==> config.mk <==
export PLATFORM = sky130hd
export DESIGN_NAME = smf_window_sequencer
export DESIGN_NICKNAME = d
export VERILOG_FILES = /design/src/rtl/smf_pkg.sv /design/src/rtl/smf_line_buffer.sv /design/src/rtl/smf_window_sequencer.sv
export SDC_FILE = /design/constraint.sdc
export NUM_CORES = 1
export LEC_CHECK = 0
export CAP_MARGIN = 20
export CELL_PAD_IN_SITES_DETAIL_PLACEMENT = 2
export CELL_PAD_IN_SITES_GLOBAL_PLACEMENT = 2
export CORE_AREA = 4 4 167 169
export DETAILED_ROUTE_END_ITERATION = 8
export DIE_AREA = 0 0 171 173
export PLACE_DENSITY = 0.75
export SLEW_MARGIN = 40
export SYNTH_ARGS = -nofsm -noshare
export SYNTH_HDL_FRONTEND = slang
export SYNTH_SLANG_ARGS = --single-unit
export TNS_END_PERCENT = 50
==> constraint.sdc <==
create_clock -name clk -period 3.6 [get_ports clk]
set_input_delay 0.36 -clock clk [delete_from_list [all_inputs] [get_ports clk]]
set_output_delay 0.36 -clock clk [all_outputs]
set_load 0.01 [all_outputs]
==> src/rtl/smf_pkg.sv <==
// Shared types and constants for the switching median filter.
// Window tap numbering, pixel width default and sequencer states.
package smf_pkg;

    localparam int PIX_W_DEF = 8;
    localparam int WIN_TAPS  = 9;
    localparam int WIN_W_DEF = WIN_TAPS * PIX_W_DEF;

    // Tap positions inside a packed window, raster order.
    localparam int X_TL   = 0;
    localparam int CENTRE = 4;
    localparam int X_BR   = 8;

    typedef enum logic [1:0] {
        S_IDLE,
        S_FILL,
        S_RUN,
        S_DONE
    } state_t;

endpackage

==> src/rtl/smf_line_buffer.sv <==
// Two-row line store for the window sequencer.
// Ports: clk, en (accept), addr (column), din (new pixel),
//        lb0_q (row above), lb1_q (two rows above); reads are old values.
module smf_line_buffer #(
    parameter int IMG_W = 8,
    parameter int PIX_W = 8,
    parameter int AW    = $clog2(IMG_W)
) (
    input  logic             clk,
    input  logic             en,
    input  logic [AW-1:0]    addr,
    input  logic [PIX_W-1:0] din,
    output logic [PIX_W-1:0] lb0_q,
    output logic [PIX_W-1:0] lb1_q
);

    logic [PIX_W-1:0] lb0 [IMG_W];
    logic [PIX_W-1:0] lb1 [IMG_W];

    assign lb0_q = lb0[addr];
    assign lb1_q = lb1[addr];

    // Contents need no reset: a frame always overwrites a row
    // before it is read back as part of a window.
    always_ff @(posedge clk) begin
        if (en) begin
            lb1[addr] <= lb0[addr];
            lb0[addr] <= din;
        end
    end

endmodule

==> src/rtl/smf_window_sequencer.sv <==
// Raster-to-3x3-window sequencer for the switching median filter.
// Ports: clk, rst_n, start; in_valid/in_ready/in_pixel (raster input);
//        win_valid/win_ready/win_data/win_last (window output);
//        busy, frame_done (status).
module smf_window_sequencer
    import smf_pkg::*;
#(
    parameter int IMG_W = 8,
    parameter int IMG_H = 8,
    parameter int PIX_W = PIX_W_DEF
) (
    input  logic                      clk,
    input  logic                      rst_n,
    input  logic                      start,
    input  logic                      in_valid,
    output logic                      in_ready,
    input  logic [PIX_W-1:0]          in_pixel,
    output logic                      win_valid,
    input  logic                      win_ready,
    output logic [WIN_TAPS*PIX_W-1:0] win_data,
    output logic                      win_last,
    output logic                      busy,
    output logic                      frame_done
);

    localparam int CW = $clog2(IMG_W);
    localparam int RW = $clog2(IMG_H);
    localparam logic [CW-1:0] COL_MAX = CW'(IMG_W - 1);
    localparam logic [RW-1:0] ROW_MAX = RW'(IMG_H - 1);

    state_t state, state_n;

    logic [RW-1:0] row;
    logic [CW-1:0] col;
    logic          accept;
    logic          emit;
    logic          at_last;
    logic          done_n;

    logic [PIX_W-1:0] lb0_q, lb1_q;
    // lcol/mcol are the two most recent columns; the incoming
    // column completes the window, so no third register is needed.
    logic [PIX_W-1:0] lcol [3];
    logic [PIX_W-1:0] mcol [3];
    logic [PIX_W-1:0] ncol [3];
    logic [WIN_TAPS*PIX_W-1:0] win_next;

    assign in_ready = (state == S_FILL || state == S_RUN)
                    && (!win_valid || win_ready);
    assign accept   = in_valid && in_ready;
    assign at_last  = (row == ROW_MAX) && (col == COL_MAX);
    assign emit     = accept && (row >= RW'(2)) && (col >= CW'(2));
    assign busy     = (state != S_IDLE);

    smf_line_buffer #(
        .IMG_W (IMG_W),
        .PIX_W (PIX_W),
        .AW    (CW)
    ) u_lb (
        .clk   (clk),
        .en    (accept),
        .addr  (col),
        .din   (in_pixel),
        .lb0_q (lb0_q),
        .lb1_q (lb1_q)
    );

    assign ncol[0] = lb1_q;
    assign ncol[1] = lb0_q;
    assign ncol[2] = in_pixel;

    always_comb begin
        win_next = '0;
        for (int r = 0; r < 3; r++) begin
            win_next[(3*r+0)*PIX_W +: PIX_W] = lcol[r];
            win_next[(3*r+1)*PIX_W +: PIX_W] = mcol[r];
            win_next[(3*r+2)*PIX_W +: PIX_W] = ncol[r];
        end
    end

    always_comb begin
        state_n = state;
        done_n  = 1'b0;
        unique case (state)
            S_IDLE: if (start) state_n = S_FILL;
            S_FILL: begin
                if (accept && row == RW'(2) && col == CW'(1))
                    state_n = S_RUN;
            end
            S_RUN: if (accept && at_last) state_n = S_DONE;
            S_DONE: begin
                if (!win_valid || win_ready) begin
                    state_n = S_IDLE;
                    done_n  = 1'b1;
                end
            end
            default: state_n = S_IDLE;
        endcase
    end

    always_ff @(posedge clk or negedge rst_n) begin
        if (!rst_n) begin
            state      <= S_IDLE;
            frame_done <= 1'b0;
        end else begin
            state      <= state_n;
            frame_done <= done_n;
        end
    end

    always_ff @(posedge clk or negedge rst_n) begin
        if (!rst_n) begin
            row <= '0;
            col <= '0;
        end else if (state == S_IDLE && start) begin
            row <= '0;
            col <= '0;
        end else if (accept) begin
            if (col == COL_MAX) begin
                col <= '0;
                row <= row + 1'b1;
            end else begin
                col <= col + 1'b1;
            end
        end
    end

    always_ff @(posedge clk) begin
        if (accept) begin
            for (int r = 0; r < 3; r++) begin
                lcol[r] <= mcol[r];
                mcol[r] <= ncol[r];
            end
        end
    end

    always_ff @(posedge clk or negedge rst_n) begin
        if (!rst_n) begin
            win_valid <= 1'b0;
            win_data  <= '0;
            win_last  <= 1'b0;
        end else if (emit) begin
            win_valid <= 1'b1;
            win_data  <= win_next;
            win_last  <= at_last;
        end else if (win_ready) begin
            win_valid <= 1'b0;
            win_last  <= 1'b0;
        end
    end

endmodule

# --- Yosys cells after proc, flatten, opt, wreduce, memory -nomap -nowiden ---
# Memories as Yosys holds them, arrays and structs flattened. A register that Yosys moved wholly into a read port is not among the register bits.
# Index checks and enable logic that the tools add are counted.
totals:
  rom_bits: 0
  latch_bits: 0
  n_memories: 4
  ramBits: 176
  register_bits: 83
op_classes:
  mux: 18
  magnitude_cmp: 2
  n_div: 0
  n_shift: 0
  bitwise: 0
  n_eq_ne: 11
  mul: 0
  reduce_logical: 22
  add_sub_neg: 2
mem_list:
  columns: ["name", "depth", "word_bits", "read_ports", "rd_ports_with_merged_regs", "wr", "line_no", "rtl"]
  rows:
  - ["u_lb.lb0", 8, 8, 1, 0, 1, "smf_line_buffer.sv:17", "logic [PIX_W-1:0] lb0 [IMG_W];"]
  - ["u_lb.lb1", 8, 8, 1, 0, 1, "smf_line_buffer.sv:18", "logic [PIX_W-1:0] lb1 [IMG_W];"]
  - ["lcol", 3, 8, 3, 3, 3, "smf_window_sequencer.sv:43", "logic [PIX_W-1:0] lcol [3];"]
  - ["mcol", 3, 8, 3, 0, 3, "smf_window_sequencer.sv:44", "logic [PIX_W-1:0] mcol [3];"]
ops:
  columns: ["operator", "count"]
  rows:
  - ["$mux 3", 6]
  - ["$logic_and 1x1->1", 9]
  - ["$mux 2", 4]
  - ["$pmux 2 s4", 1]
  - ["$reduce_bool 2->1", 4]
  - ["$mux 1", 7]
  - ["$add 3x1->3 const B", 2]
  - ["$eq 3x3->1 const B", 2]
  - ["$ge 3x2->1 const B", 2]
  - ["$eq 2x2->1 const B", 2]
  - ["$logic_not 1->1", 4]
  - ["$ne 2x1->1 const B", 2]
  - ["$ne 2x2->1 const B", 2]
  - ["$reduce_and 4->1", 1]
  - ["$eq 3x1->1 const B", 1]
  - ["$eq 3x2->1 const B", 1]
  - ["$eq 2x1->1 const B", 1]
  - ["$logic_not 2->1", 1]
  - ["$logic_or 1x1->1", 2]
  - ["$reduce_and 2->1", 1]

# --- Logic depth before layout (Yosys ltp) ---
depth:
  depth_word: 8
  mapped_depth: 8
  mapped_depth_nobuf: 6

# --- By module ---
# A second synthesis with hierarchy kept.
hier_totals:
  hier_cells: 491
  area_unflattened_um2: 10030.9
modules_own_cells:
  columns: ["module", "seq_area_each_um2", "instances", "cells_per_inst", "area_each_um2"]
  rows:
  - ["smf_window_sequencer", 3518.4, 1, 269, 5058.6]
  - ["smf_line_buffer", 3843.7, 1, 222, 4972.3]

# --- Worst setup path after synthesis ---
# No wires, ideal clock.
synth_timing:
  path_kind: "flip-flop to flip-flop"
  startpoint: "register state[0]"
  endpoint: "memory u_lb.lb0[4][0], enable pin"
  slack_ns: -0.341
  t_required_ns: 3.191
  path_stages_with_launch: 7
  arrival_time_ns: 3.532
  setup_ns: 0.409
  cell_sequence: "dfrtp_1 -> inv_1 -> ha_1 -> nand3_1 -> inv_1 -> nand2_1 -> nor3_1"
synth_via:
  elab_chain_cells: 6
  word_cells_on_any_way: 7
synth_rtl:
  columns: ["item", "line_no", "rtl"]
  rows:
  - ["from (decl)", "smf_window_sequencer.sv:31", "state_t state, state_n;"]
  - ["from (signal assigned)", "smf_window_sequencer.sv:106", "state <= state_n;"]
  - ["$eq 2x1->1 / $eq 2x2->1 (equally long branches)", "smf_window_sequencer.sv:48", "assign in_ready = (state == S_FILL || state == S_RUN)"]
  - ["$logic_or 1x1->1 *", "smf_window_sequencer.sv:48", null]
  - ["$logic_and 1x1->1 *", "smf_window_sequencer.sv:49", "&& (!win_valid || win_ready);"]
  - ["$logic_and 1x1->1 *", "smf_window_sequencer.sv:50", "assign accept = in_valid && in_ready;"]
  - ["net accept", "smf_window_sequencer.sv:35", "logic accept;"]
  - ["$mux 1 *", "smf_line_buffer.sv:26", "if (en) begin"]
  - ["$mux 1 (not written as such) *", "smf_line_buffer.sv:28", "lb0[addr] <= din;"]
  - ["to (decl)", "smf_line_buffer.sv:17", null]
# Mark *: on every way through the listed nets, which the timed path passes. The rest lies on a longest branch.

# --- Worst setup path after layout ---
layout_timing:
  startpoint: "register col[2]"
  endpoint: "register win_data[42]"
layout_via:
  word_cells_on_any_way: 3
layout_lines:
  columns: ["item", "line_no", "rtl"]
  rows:
  - ["from (decl)", "smf_window_sequencer.sv:34", "logic [CW-1:0] col;"]
  - ["from (signal assigned)", "smf_window_sequencer.sv:123", "col <= col + 1'b1;"]
  - ["$mem_v2 8x8", null, null]
  - ["net lb0_q[2]", "smf_window_sequencer.sv:40", "logic [PIX_W-1:0] lb0_q, lb1_q;"]
  - ["to (signal assigned)", "smf_window_sequencer.sv:144", "win_data <= win_next;"]
  - ["to (decl)", "smf_window_sequencer.sv:20", "output logic [WIN_TAPS*PIX_W-1:0] win_data,"]
# The timed path passes the listed nets, and every way through them passes these cells.
# A chain may end at the register's enable or synchronous reset.

==> summary.txt <==
Global route
  • Vias in the first global route: 6,130
  • Global-route wire length before repair: 39,600 um
  • Largest net degree at the start of global routing: 62
  • Total Routing Usage GR: 0.174
  • GRT overflow: 0
  • Initial antenna violation count: 0

Worst setup path
  • Worst Setup End Kind: flop
  • CP Data Required Time: 4.02 ns
  • WS Path Type: reg2reg
  • Crit path max fanout: 31
  • Worst setup SP type: flop
  • Worst EP arrival: 3.02 ns

Drt
  • Vias per cell: 5.19
  • DR DRC count: 0
  • DR top layer: met4
  • TritonRoute pass-1 iters: 4
  • Routed Antenna Nets: 0
  • M1 wire length: 10,600 um
  • Via Count: 5,282
  • Met3 wire len: 1250 um
  • Met2 Wirelength: 13,200 um
  • Average wire per standard cell: 25.1 um
  • Routed wire length: 25,600 um
  • Drt initial violations: 320

Timing
  • WHS: 0.413 ns
  • Slew margin rel.: 0.521
  • Final worst-path cycle share: 0.722
  • RSZ-0062 raised after global routing: false
  • Worst-margin pin slew: 0.718 ns
  • Final Critical Period: 2.60 ns
  • Worst Skew: 0.0163 ns
  • Max Clock Freq: 0.385 GHz
  • Final setup violation count: 0
  • Final Slew Violations: 0
  • Final Worst Setup Slack: 1.00 ns
  • Hold Fails Final Rpt: 0
  • Setup TNS Final: 0 ns

Synth
  • Synthesized instance count: 532
  • Count leader, synth: edfxtp_1
  • Post-synth cell types: 53
  • EDFF count, synth: 176
  • Synth top area share: 0.520
  • Mapped cell area: 10,200 sq um
  • Synth area leader: edfxtp_1
  • Seq cells post-synth: 259
  • Mean Syn Cell Area: 19.1 sq um
  • Synth Flop Type: edfxtp_1
  • Top cells by area, synth: edfxtp_1 52%, dfrtp_1 20%, mux2_4 10%, mux4_2 4.2%, mux2i_1 1.6%
  • Sequential cell area fraction in the yosys report: 0.725
  • Post-synth net total: 557
  • Most frequent cells after synthesis: 176 x edfxtp_1, 83 x dfrtp_1, 69 x mux2_4, 41 x nand2_1, 19 x mux4_2
  • Asr flop ratio synth: 0.320
  • Ys Warns: 0

Clocking
  • Max Root-Sink Buffers: 3
  • Worst-skew pair later-pin latency: 0.54 ns
  • CTS H-tree lvls: 1
  • Post-cts hold buffer count: 1
  • CTS clock-pin slew for the worst setup and hold paths: 0.06 ns
  • Post-CTS resize count: 0
  • Root Buffer: clkbuf_16
  • Post-CTS Setup Bufs: 0
  • TritonCTS buffer count: 27
  • Clk sinks: 259
  • CTS tree: built

Min path
  • Hold Crit Class: in2async

Power and ir drop
  • Logic pwr share: 0.306
  • PwrDens: 885 nW/um^2
  • Clock power frac: 0.253
  • Maximum vdd ir drop: 0.372 mV
  • Int Power: 7.61 mW
  • Sw Pwr: 3.36 mW
  • Switch share: 0.306
  • P_leak: 4.64 nW
  • Flop pwr share: 0.442

Cells and area
  • Fillers: 2,406
  • ANT cells: 0
  • Layout cells sized above 1: 0.256
  • Post-Layout Inst Area: 12,400 sq um
  • Fin nets: 680
  • Final Non-Filler Cells: 1,017
  • Area grow syn2layout: 22.1%

Placed design
  • Placed insts: 966
  • GPL Wtd Cong: 0.748
  • PortBufs: 89
  • Pre-CTS setup slack: 1.01 ns
  • DP Area: 11,500 sq um
  • Final HPWL DP: 16,400 um

Die
  • Die area: 29,600 sq um
  • CORE AREA: 26,600 sq um
  • Die width: 171 um
  • Die Height: 173 um
  • # rows: 60
  • Initial core utilization: 0.382
  • # IOs: 90

Status
  • Status: finished, final reports clean

Job
  • Max-cap violations: 0
[placed cells by master, fill, tap and decap left out, types with 7 or more instances in the layout]
master           instances
mux2i_1                 16
nand2_1                 41
ha_1                    12
clkdlybuf4s50_1         88
clkbuf_8                 8
clkbuf_16               28
dfrtp_1                 81
buf_4                   25
mux2_4                  69
a21oi_1                  9
mux4_2                  19
edfxtp_1               176
clkbuf_1                 7
[critical path, stage by stage, from the launching register on]
cell     delay [ns]
dfrtp_2        0.83
buf_4          0.49
mux4_2         0.38
nand2_1        0.10
nand2_1        0.30
mux2_4         0.37
[cell type report]
type                            instances  area (sq um)  share of cell area
Clock buffer                           43           837              0.0675
Clock inverter                          7          60.1             0.00484
Inverter                                9          33.8             0.00272
Multi-Input combinational cell        241          2550               0.205
Sequential cell                       259          7360               0.594
Tap cell                              341           427              0.0344
Timing Repair Buffer                  117          1130              0.0911
[routing by layer]
metal	vias to the layer above	global-route usage
met2	156	0.307
met4	0	0.0439
met1	2799	0.224
li1	2280	-
met3	47	0.0279
met5	-	0
[sequential cells by signal, indices dropped and copies added, names as in the netlist]
register and cells:
mcol 24, win_valid 1, state 2, win_data 72, row 3, frame_done 1
u_lb.lb1 64, u_lb.lb0 64, col 3, win_last 1, lcol 24
[cell families (layout without fill, tap and decap cells)]
family	Yosys count	count (layout)	synth area share
flops	259	259	0.725
mux	108	108	0.164
buf+inv	32	176	0.0264
xor+xnor	1	1	0.000863
fa+ha+maj	12	12	0.0148
compound gates	41	41	0.0306
simple gates	79	79	0.0382
[stage by stage]
stage	total power [mW]	util
floorplan	6.57	-
detailed placement	8.26	0.432
finish	11.0	0.467
global route	11.6	0.467
CTS	11.2	0.466
global placement	7.97	0.432
[path summary, 6_finish.rpt]
kind	slack (ns)	depth (start not counted)	from	to
max	1.00	5	col[2]	win_data[42]
min	0.41	2	rst_n	win_data[46]
max reg2reg	1.00	5	col[2]	win_data[42]
min reg2reg	0.45	0	mcol[0][20]	lcol[2][4]
max in group asynchronous	2.42	3	rst_n	win_data[40]
min in group clk	0.45	0	mcol[0][20]	lcol[2][4]
[power groups by stage]
stage          clock, mW  sequential, mW  combinational (mW)
2_1_floorplan          0            4.80                1.77
3_3_place_gp           0            4.80                3.18
3_5_place_dp           0            4.90                3.36
4_1_cts             2.86            4.87                3.42
5_1_grt             3.01            4.94                3.61
6_report            2.77            4.85                3.35
(Power assumes the default switching activity.)
